**src/rtl/result_writeback_if.sv**
```systemverilog
`default_nettype none
// ---------------------------------------------------------------------------
// Module : result_writeback_if
// Brief  : Avalon-MM write-only bus bundle used by the result writeback block
// Rev    : 1.0  initial release
// ---------------------------------------------------------------------------
interface result_writeback_if;
  logic [31:0] address;
  logic        write;
  logic [63:0] writedata;
  logic        waitrequest;

  modport master (
    output address,
    output write,
    output writedata,
    input  waitrequest
  );

  modport slave (
    input  address,
    input  write,
    input  writedata,
    output waitrequest
  );
endinterface : result_writeback_if
`default_nettype wire

```
**src/rtl/result_writeback.sv**
```systemverilog
`default_nettype none
// ---------------------------------------------------------------------------
// Module : result_writeback
// Brief  : Captures DEPTH MAC result lanes and writes them out as Avalon-MM
//          beats, one lane per accepted write.
// Rev    : 1.0  initial release
// ---------------------------------------------------------------------------
module result_writeback #(
  parameter int          DEPTH      = 8,
  parameter int          DATA_WIDTH = 8,
  parameter logic [31:0] BASE_ADDR  = 32'd16
) (
  input  wire logic                            clk,
  input  wire logic                            rst_n,
  input  wire logic                            clr,
  input  wire logic                            start,
  input  wire logic                            mac_done,
  input  wire logic [DEPTH*3*DATA_WIDTH-1:0]   results,
  result_writeback_if.master                   bus,
  output logic                                 busy,
  output logic                                 wb_done,
  output logic                                 start_err
);

  localparam int c_LANE_W = 3 * DATA_WIDTH;
  localparam int c_BUF_W  = DEPTH * c_LANE_W;
  localparam int c_IDX_W  = (DEPTH > 1) ? $clog2(DEPTH) : 1;
  localparam logic [c_IDX_W-1:0] c_LAST_IDX = c_IDX_W'(DEPTH - 1);

  localparam logic [1:0] c_ST_IDLE    = 2'd0;
  localparam logic [1:0] c_ST_CAPTURE = 2'd1;
  localparam logic [1:0] c_ST_WRITE   = 2'd2;
  localparam logic [1:0] c_ST_DONE    = 2'd3;

  logic [1:0]          r_state;
  logic [1:0]          w_next_state;
  logic [c_IDX_W-1:0]  r_idx;
  logic [c_BUF_W-1:0]  r_buf;
  logic                r_start_err;

  logic                w_accept;
  logic                w_start_ok;
  logic [c_LANE_W-1:0] w_lane;
  logic [63:0]         w_lane_ext;
  logic [31:0]         w_address;
  logic                w_write;
  logic [63:0]         w_writedata;
  logic                w_busy;
  logic                w_wb_done;

  assign w_start_ok = start && mac_done;
  assign w_accept   = (r_state == c_ST_WRITE) && !bus.waitrequest;

  // State register
  always_ff @(posedge clk or negedge rst_n) begin
    if (!rst_n) begin
      r_state <= c_ST_IDLE;
    end else begin
      r_state <= w_next_state;
    end
  end

  // Next-state logic; clr wins over everything else in every state
  always_comb begin
    w_next_state = r_state;
    if (clr) begin
      w_next_state = c_ST_IDLE;
    end else begin
      case (r_state)
        c_ST_IDLE: begin
          if (w_start_ok) w_next_state = c_ST_CAPTURE;
        end
        c_ST_CAPTURE: begin
          w_next_state = c_ST_WRITE;
        end
        c_ST_WRITE: begin
          if (w_accept && (r_idx == c_LAST_IDX)) w_next_state = c_ST_DONE;
        end
        c_ST_DONE: begin
          if (w_start_ok) w_next_state = c_ST_CAPTURE;
        end
        default: begin
          w_next_state = c_ST_IDLE;
        end
      endcase
    end
  end

  // Lane index: reset in CAPTURE, stepped on each accepted beat
  always_ff @(posedge clk or negedge rst_n) begin
    if (!rst_n) begin
      r_idx <= '0;
    end else if (clr || (r_state == c_ST_CAPTURE)) begin
      r_idx <= '0;
    end else if (w_accept) begin
      r_idx <= (r_idx == c_LAST_IDX) ? '0 : r_idx + 1'b1;
    end
  end

  // Result snapshot, taken only in the single CAPTURE cycle
  always_ff @(posedge clk or negedge rst_n) begin
    if (!rst_n) begin
      r_buf <= '0;
    end else if (r_state == c_ST_CAPTURE) begin
      r_buf <= results;
    end
  end

  always_ff @(posedge clk or negedge rst_n) begin
    if (!rst_n) begin
      r_start_err <= 1'b0;
    end else if (clr) begin
      r_start_err <= 1'b0;
    end else if ((r_state == c_ST_IDLE) && start && !mac_done) begin
      r_start_err <= 1'b1;
    end
  end

  assign w_lane = r_buf[32'(r_idx) * c_LANE_W +: c_LANE_W];

  generate
    if (c_LANE_W < 64) begin : g_pad
      assign w_lane_ext = {{(64 - c_LANE_W){1'b0}}, w_lane};
    end else begin : g_nopad
      assign w_lane_ext = w_lane[63:0];
    end
  endgenerate

  // Outputs decode straight from state so reset drops write without a clock
  always_comb begin
    w_address   = BASE_ADDR;
    w_write     = 1'b0;
    w_writedata = 64'd0;
    w_busy      = 1'b0;
    w_wb_done   = 1'b0;
    case (r_state)
      c_ST_CAPTURE: begin
        w_busy = 1'b1;
      end
      c_ST_WRITE: begin
        w_busy      = 1'b1;
        w_write     = 1'b1;
        w_address   = BASE_ADDR + 32'(r_idx);
        w_writedata = w_lane_ext;
      end
      c_ST_DONE: begin
        w_wb_done = 1'b1;
      end
      default: begin
        w_busy = 1'b0;
      end
    endcase
  end

  assign bus.address   = w_address;
  assign bus.write     = w_write;
  assign bus.writedata = w_writedata;
  assign busy          = w_busy;
  assign wb_done       = w_wb_done;
  assign start_err     = r_start_err;

endmodule : result_writeback
`default_nettype wire

```
**src/flat_wrapper.sv**
```systemverilog
// flat-port wrapper written by rule: the top's interface ports become plain ports
module result_writeback_flat 
#(
  parameter int          DEPTH      = 8,
  parameter int          DATA_WIDTH = 8,
  parameter logic [31:0] BASE_ADDR  = 32'd16
)
  (clk, rst_n, clr, start, mac_done, results, busy, wb_done, start_err, bus_address, bus_write, bus_writedata, bus_waitrequest);
  result_writeback_if bus_i ();
  input  wire logic clk;
  input  wire logic rst_n;
  input  wire logic clr;
  input  wire logic start;
  input  wire logic mac_done;
  input  wire logic [DEPTH*3*DATA_WIDTH-1:0] results;
  output logic busy;
  output logic wb_done;
  output logic start_err;
  output wire logic [$bits(bus_i.address)-1:0] bus_address;
  output wire logic [$bits(bus_i.write)-1:0] bus_write;
  output wire logic [$bits(bus_i.writedata)-1:0] bus_writedata;
  input wire logic [$bits(bus_i.waitrequest)-1:0] bus_waitrequest;
  assign bus_address = bus_i.address;
  assign bus_write = bus_i.write;
  assign bus_writedata = bus_i.writedata;
  assign bus_i.waitrequest = bus_waitrequest;
  result_writeback #(.DEPTH(DEPTH), .DATA_WIDTH(DATA_WIDTH), .BASE_ADDR(BASE_ADDR)) u_core (.clk(clk), .rst_n(rst_n), .clr(clr), .start(start), .mac_done(mac_done), .results(results), .bus(bus_i), .busy(busy), .wb_done(wb_done), .start_err(start_err));
endmodule
```
**config.mk**
```make
export PLATFORM = sky130hd
export DESIGN_NAME = result_writeback_flat
export DESIGN_NICKNAME = d
export VERILOG_FILES = /design/src/rtl/result_writeback_if.sv /design/src/rtl/result_writeback.sv /design/src/flat_wrapper.sv
export SDC_FILE = /design/constraint.sdc
export NUM_CORES = 1
export LEC_CHECK = 0
export ABC_AREA = 1
export BUFFER_PORTS_ARGS = -buffer_cell sky130_fd_sc_hd__buf_2
export CAP_MARGIN = 30
export CORE_MARGIN = 4
export CORE_UTILIZATION = 48
export CTS_CLUSTER_DIAMETER = 200
export DETAILED_ROUTE_END_ITERATION = 12
export PLACE_DENSITY_LB_ADDON = 0.3
export SYNTH_ARGS = -nofsm -noshare
export SYNTH_HDL_FRONTEND = slang
export SYNTH_SLANG_ARGS = --single-unit
```
**constraint.sdc**
```tcl
create_clock -name clk -period 1.48 [get_ports clk]
set_input_delay 0.074 -clock clk [delete_from_list [all_inputs] [get_ports clk]]
set_output_delay 0.074 -clock clk [all_outputs]
set_load 0.01 [all_outputs]
```
Word level (Yosys, flattened, before mapping) --
Index checks and enable logic that the tools add are counted.
Storage, ports and cells: input bits 198, register bits 198, logic and storage cells 42
Cells by class: multiply operators 1, reduce and logical (&&, ||, !) cells 14, $add $sub $neg 2, multiplexer cells 14, eq/ne operators 6, shift operators 1
Operators with widths (number):
- $shiftx A192 B9 Y24 | 1
- $mux W24 | 1
- $mux W3 | 3
- $add A5 B3 Y6 const A | 1
- $mux W2 | 3
- $mux W6 | 1
- $pmux W2 S3 | 1
- $logic_and A1 B1 Y1 | 5
- $mul A3 B2 Y5 const B | 1
- $mux W1 | 5
- $eq A2 B2 Y1 const B | 2
- $reduce_bool A2 Y1 | 2
- $reduce_or A2 Y1 | 2
- $add A3 B1 Y3 const B | 1
- $eq A3 B3 Y1 const B | 1
- $ne A3 B1 Y1 const B | 1
- $ne A3 B3 Y1 const B | 1
- $eq A2 B1 Y1 const B | 1
- $logic_not A1 Y1 | 2
- $logic_not A2 Y1 | 1
- $reduce_and A2 Y1 | 1
- $logic_or A1 B1 Y1 | 1

Longest topological paths before layout --
word-level depth 6, gate-level depth with buffers 9

Least setup slack after synthesis --
OpenSTA, ideal clock, no wires.
path kind flip-flop to output port, from register u_core.r_state[0], to output port bus_writedata[10], arrival time 1.387 ns, stages on the path, launching flop included 8, buffers on the path 1, slack 0.019 ns, data required time 1.406 ns, path through dfrtp_1 > inv_1 > ha_1 > nand2_1 > inv_2 > clkbuf_1 > nand2_1 > nand2_1
On the way: longest elaborated chain between the ends 2
RTL lines:
- from (decl) | line result_writeback.sv:35 | logic [1:0] r_state;
- from (signal assigned) | line result_writeback.sv:57 | r_state <= c_ST_IDLE;
- from (signal assigned) | line result_writeback.sv:59 | r_state <= w_next_state;
- $eq A2 B2 Y1 | line result_writeback.sv:136 | case (r_state)
- $mux W24 | line result_writeback.sv:136
- to (decl) | line flat_wrapper.sv:21 | output wire logic [$bits(bus_i.writedata)-1:0] bus_writedata;
Every way passes these cells.

Final worst setup path --
from register u_core.r_idx[0], to output port bus_writedata[6]
On the way: longest elaborated chain between the ends 3
RTL lines:
- from (decl) | line result_writeback.sv:37 | logic [c_IDX_W-1:0] r_idx;
- from (signal assigned) | line result_writeback.sv:96 | r_idx <= (r_idx == c_LAST_IDX) ? '0 : r_idx + 1'b1;
- $mul A3 B2 Y5 | line result_writeback.sv:119 | assign w_lane = r_buf[32'(r_idx) * c_LANE_W +: c_LANE_W];
- $shiftx A192 B9 Y24 | line result_writeback.sv:119
- $mux W24 | line result_writeback.sv:136
Every way passes these cells.

==> results.yml <==
power_and_ir_drop:
  ir_worst_vdd_mv: 1.11
  intPower_uw: 18500
  power_frac_seq: 0.282
  p_sw_frac: 0.413
  clkPwrFrac: 0.155
  combPwrFrac: 0.563
  p_switching_uw: 13000
  p_leak_uw: 0.00923
  p_per_area_nw_per_um2: 1790
synth:
  yosys.cell_types.count: 20
  syn_area_per_cell_um2: 7.45
  ys_seq_area_frac: 0.483
  ys_ff_latch: 198
  netlist_area_um2: 10300
  synthCells: 1376
  synth_warnings: 0
floorplan:
  die_area_um2: 23800
  fp.dieH_um: 154
  core_area_um2: 21000
  die-width_um: 154
  ios: 298
  start_util: 0.488
  row_count: 53
detailed_routing:
  met2_length_mm: 23.5
  post-route-drc-count: 0
  first_pass_iters: 8
  via_per_inst: 5.46
  drt-initial-drc-count: 1109
  wl_met3_mm: 4.23
  wl_mm: 47.5
  met1Wirelength_mm: 16.4
  vias: 11866
  highest_layer: "met4"
  wire_per_inst_um: 21.9
  drtAntennaViolNets: 0
critical_path:
  worst-setup-path-type: "reg -> out"
  cp.required_ps: 1410
  arrival_ps: 1950
  start_kind: "register"
  cp_max_fo: 8
  r2r_start: "u_core.r_state[1]"
  end_kind: "primary output"
  r2r_end: "u_core.r_buf[60]"
  worst_r2r_path_depth: 11
  crit_end: "bus_writedata[6]"
  startpoint: "u_core.r_idx[0]"
  rrSetupSlack_ps: -380
timing:
  fin_ws_ps: -549
  finClkSkew_ps: 20.0
  finalCritPeriodShare: 1.37
  finalHoldViolCount: 0
  drv_slew: 0
  max_freq_mhz: 493
  period_minus_slack_ps: 2030
  setup_viol: 225
  grt_setup_unrepaired: "true"
clock_tree:
  cts_sinks: 198
  htreeDepth: 4
  path_clk_slew_ps: 70
  cts-root-buf: "clkbuf_16"
  cts_buffers: 17
  cts_tree: "yes"
  insertion_delay_ps: 440
  cts_buffer_depth: 2
finish:
  fill_cells: 1038
  final_util: 0.839
  final_layout_size_suffix_gt1_frac: 0.385
  final_nets: 2083
  syn_to_final_growth_pct: 72.1
  instances_no_fill: 2172
grt:
  grt_usage: 0.288
  grt_pass1_vias: 10444
  grt_pass1_wl_mm: 54.5
  grt_max_degree: 65
  overflow: 0
  grt_antenna_before_repair: 4
job:
  drv_cap: 0
placement:
  dpl.cell_count: 1849
  dp.final_hpwl_mm: 21.8
  io_buffer_count: 228
  gp_congestion: 0.929
outcome:
  violations: "setup timing"
  status: "finished, violations left"
min_path:
  holdCritPathClass: "in -> async"
-- power groups by stage --
stage / clock network (uW) / logic (uW) / registers, uW
after floorplan: 0 / 6300 / 8560
after global placement: 0 / 8920 / 8650
after detailed placement: 0 / 9130 / 8740
after CTS: 4830 / 10100 / 8640
after global routing: 5110 / 18800 / 9010
final: 4890 / 17800 / 8880
-- how the worst min path moves through the flow --
stage                         to  cells after the start
6_report        u_core.r_buf[32]                      2
5_1_grt        u_core.r_buf[164]                      2
4_1_cts         u_core.r_buf[32]                      2
3_5_place_dp    u_core.r_buf[32]                      1
3_3_place_gp    u_core.r_buf[32]                      1
2_1_floorplan    u_core.r_buf[0]                      0
-- cells in the final DEF (no fill, tap or decap), drive strengths merged --
cell type / count
a31oi: 1
dfrtp: 198
clkinvlp: 3
clkbuf: 64
clkinv: 5
nand4: 1
inv: 209
nand3: 102
bufinv: 2
o21ai: 197
diode: 5
buf: 322
nand2: 512
ha: 6
dlygate4sd3: 197
conb: 69
nor2: 4
-- sequential cells by signal, indices dropped and copies added, names as in the netlist --
name,count
u_core.r_buf,192
u_core.r_idx,3
u_core.r_state,2
u_core.start_err,1
-- layout make-up --
type,instances,area [um^2],area share
Antenna cell,5,12.5,0.000709
Clock buffer,18,439,0.0249
Clock inverter,14,165,0.00936
Inverter,205,790,0.0447
Multi-Input combinational cell,892,5170,0.293
Sequential cell,198,4960,0.281
Tap cell,275,344,0.0195
Timing Repair Buffer,565,5760,0.327
-- per-layer routing --
layer,global-route usage,vias up
met1,0.375,5643
met2,0.481,869
li1,-,5095
met4,0.104,0
met3,0.0546,259
met5,0,-
-- repair_timing --
action                     in CTS  in global routing
pin swaps                       5                 89
buffers inserted                7                 21
hold endpoints to repair      396                  0
cloned                          0                 64
hold buffers                  197                  0
setup endpoints to repair      30                184
gates resized for setup        78                529
-- cell families (layout without fill, tap and decap cells) --
kind of cell,Yosys count,after routing,synth area share
and+or+nand+nor,619,619,0.240
buffers and inverters,353,802,0.172
AOI/OAI and AO/OA,198,198,0.0968
DFF,198,198,0.483
adders and majority gates,6,6,0.00732
other,2,74,0.000732
-- critical path: stages, from the launching register on --
cell and delay, ps:
dfrtp_4 550, clkinv_8 130, buf_12 120, buf_6 140
nand2_1 100, nand3_1 110, nand2_1 80, nand2_1 80
nand2_2 90, buf_6 130
-- synth_stat cells, drive strengths merged --
master / instances / share of area
nand2: 512 / 0.19
inv: 205 / 0.075
dfrtp: 198 / 0.48
o21ai: 197 / 0.096
buf: 127 / 0.089
nand3: 102 / 0.050
clkbuf: 21 / 0.0077
ha: 6 / 0.0073
nor2: 4 / 0.0024
conb: 2 / 0.00073
a31oi: 1 / 0.00061
nand4: 1 / 0.00061
-- per-stage QoR --
| stage | setup slack, ps | hold WS (ps) | total power [uW] | setup TNS, ps | instance area [um^2] |
|---|---|---|---|---|---|
| floorplan | 18.5 | -222 | 14900 | 0 | 10500 |
| global placement | -52.7 | -8.39 | 17600 | -372 | 11700 |
| detailed placement | -49.0 | -6.94 | 17900 | -546 | 11700 |
| CTS | -473 | 104 | 23600 | -10080 | 14600 |
| global route | -631 | 134 | 32900 | -69040 | 17600 |
| finish | -549 | 110 | 31500 | -63880 | 17600 |
Power figures use the tool's default switching activity.
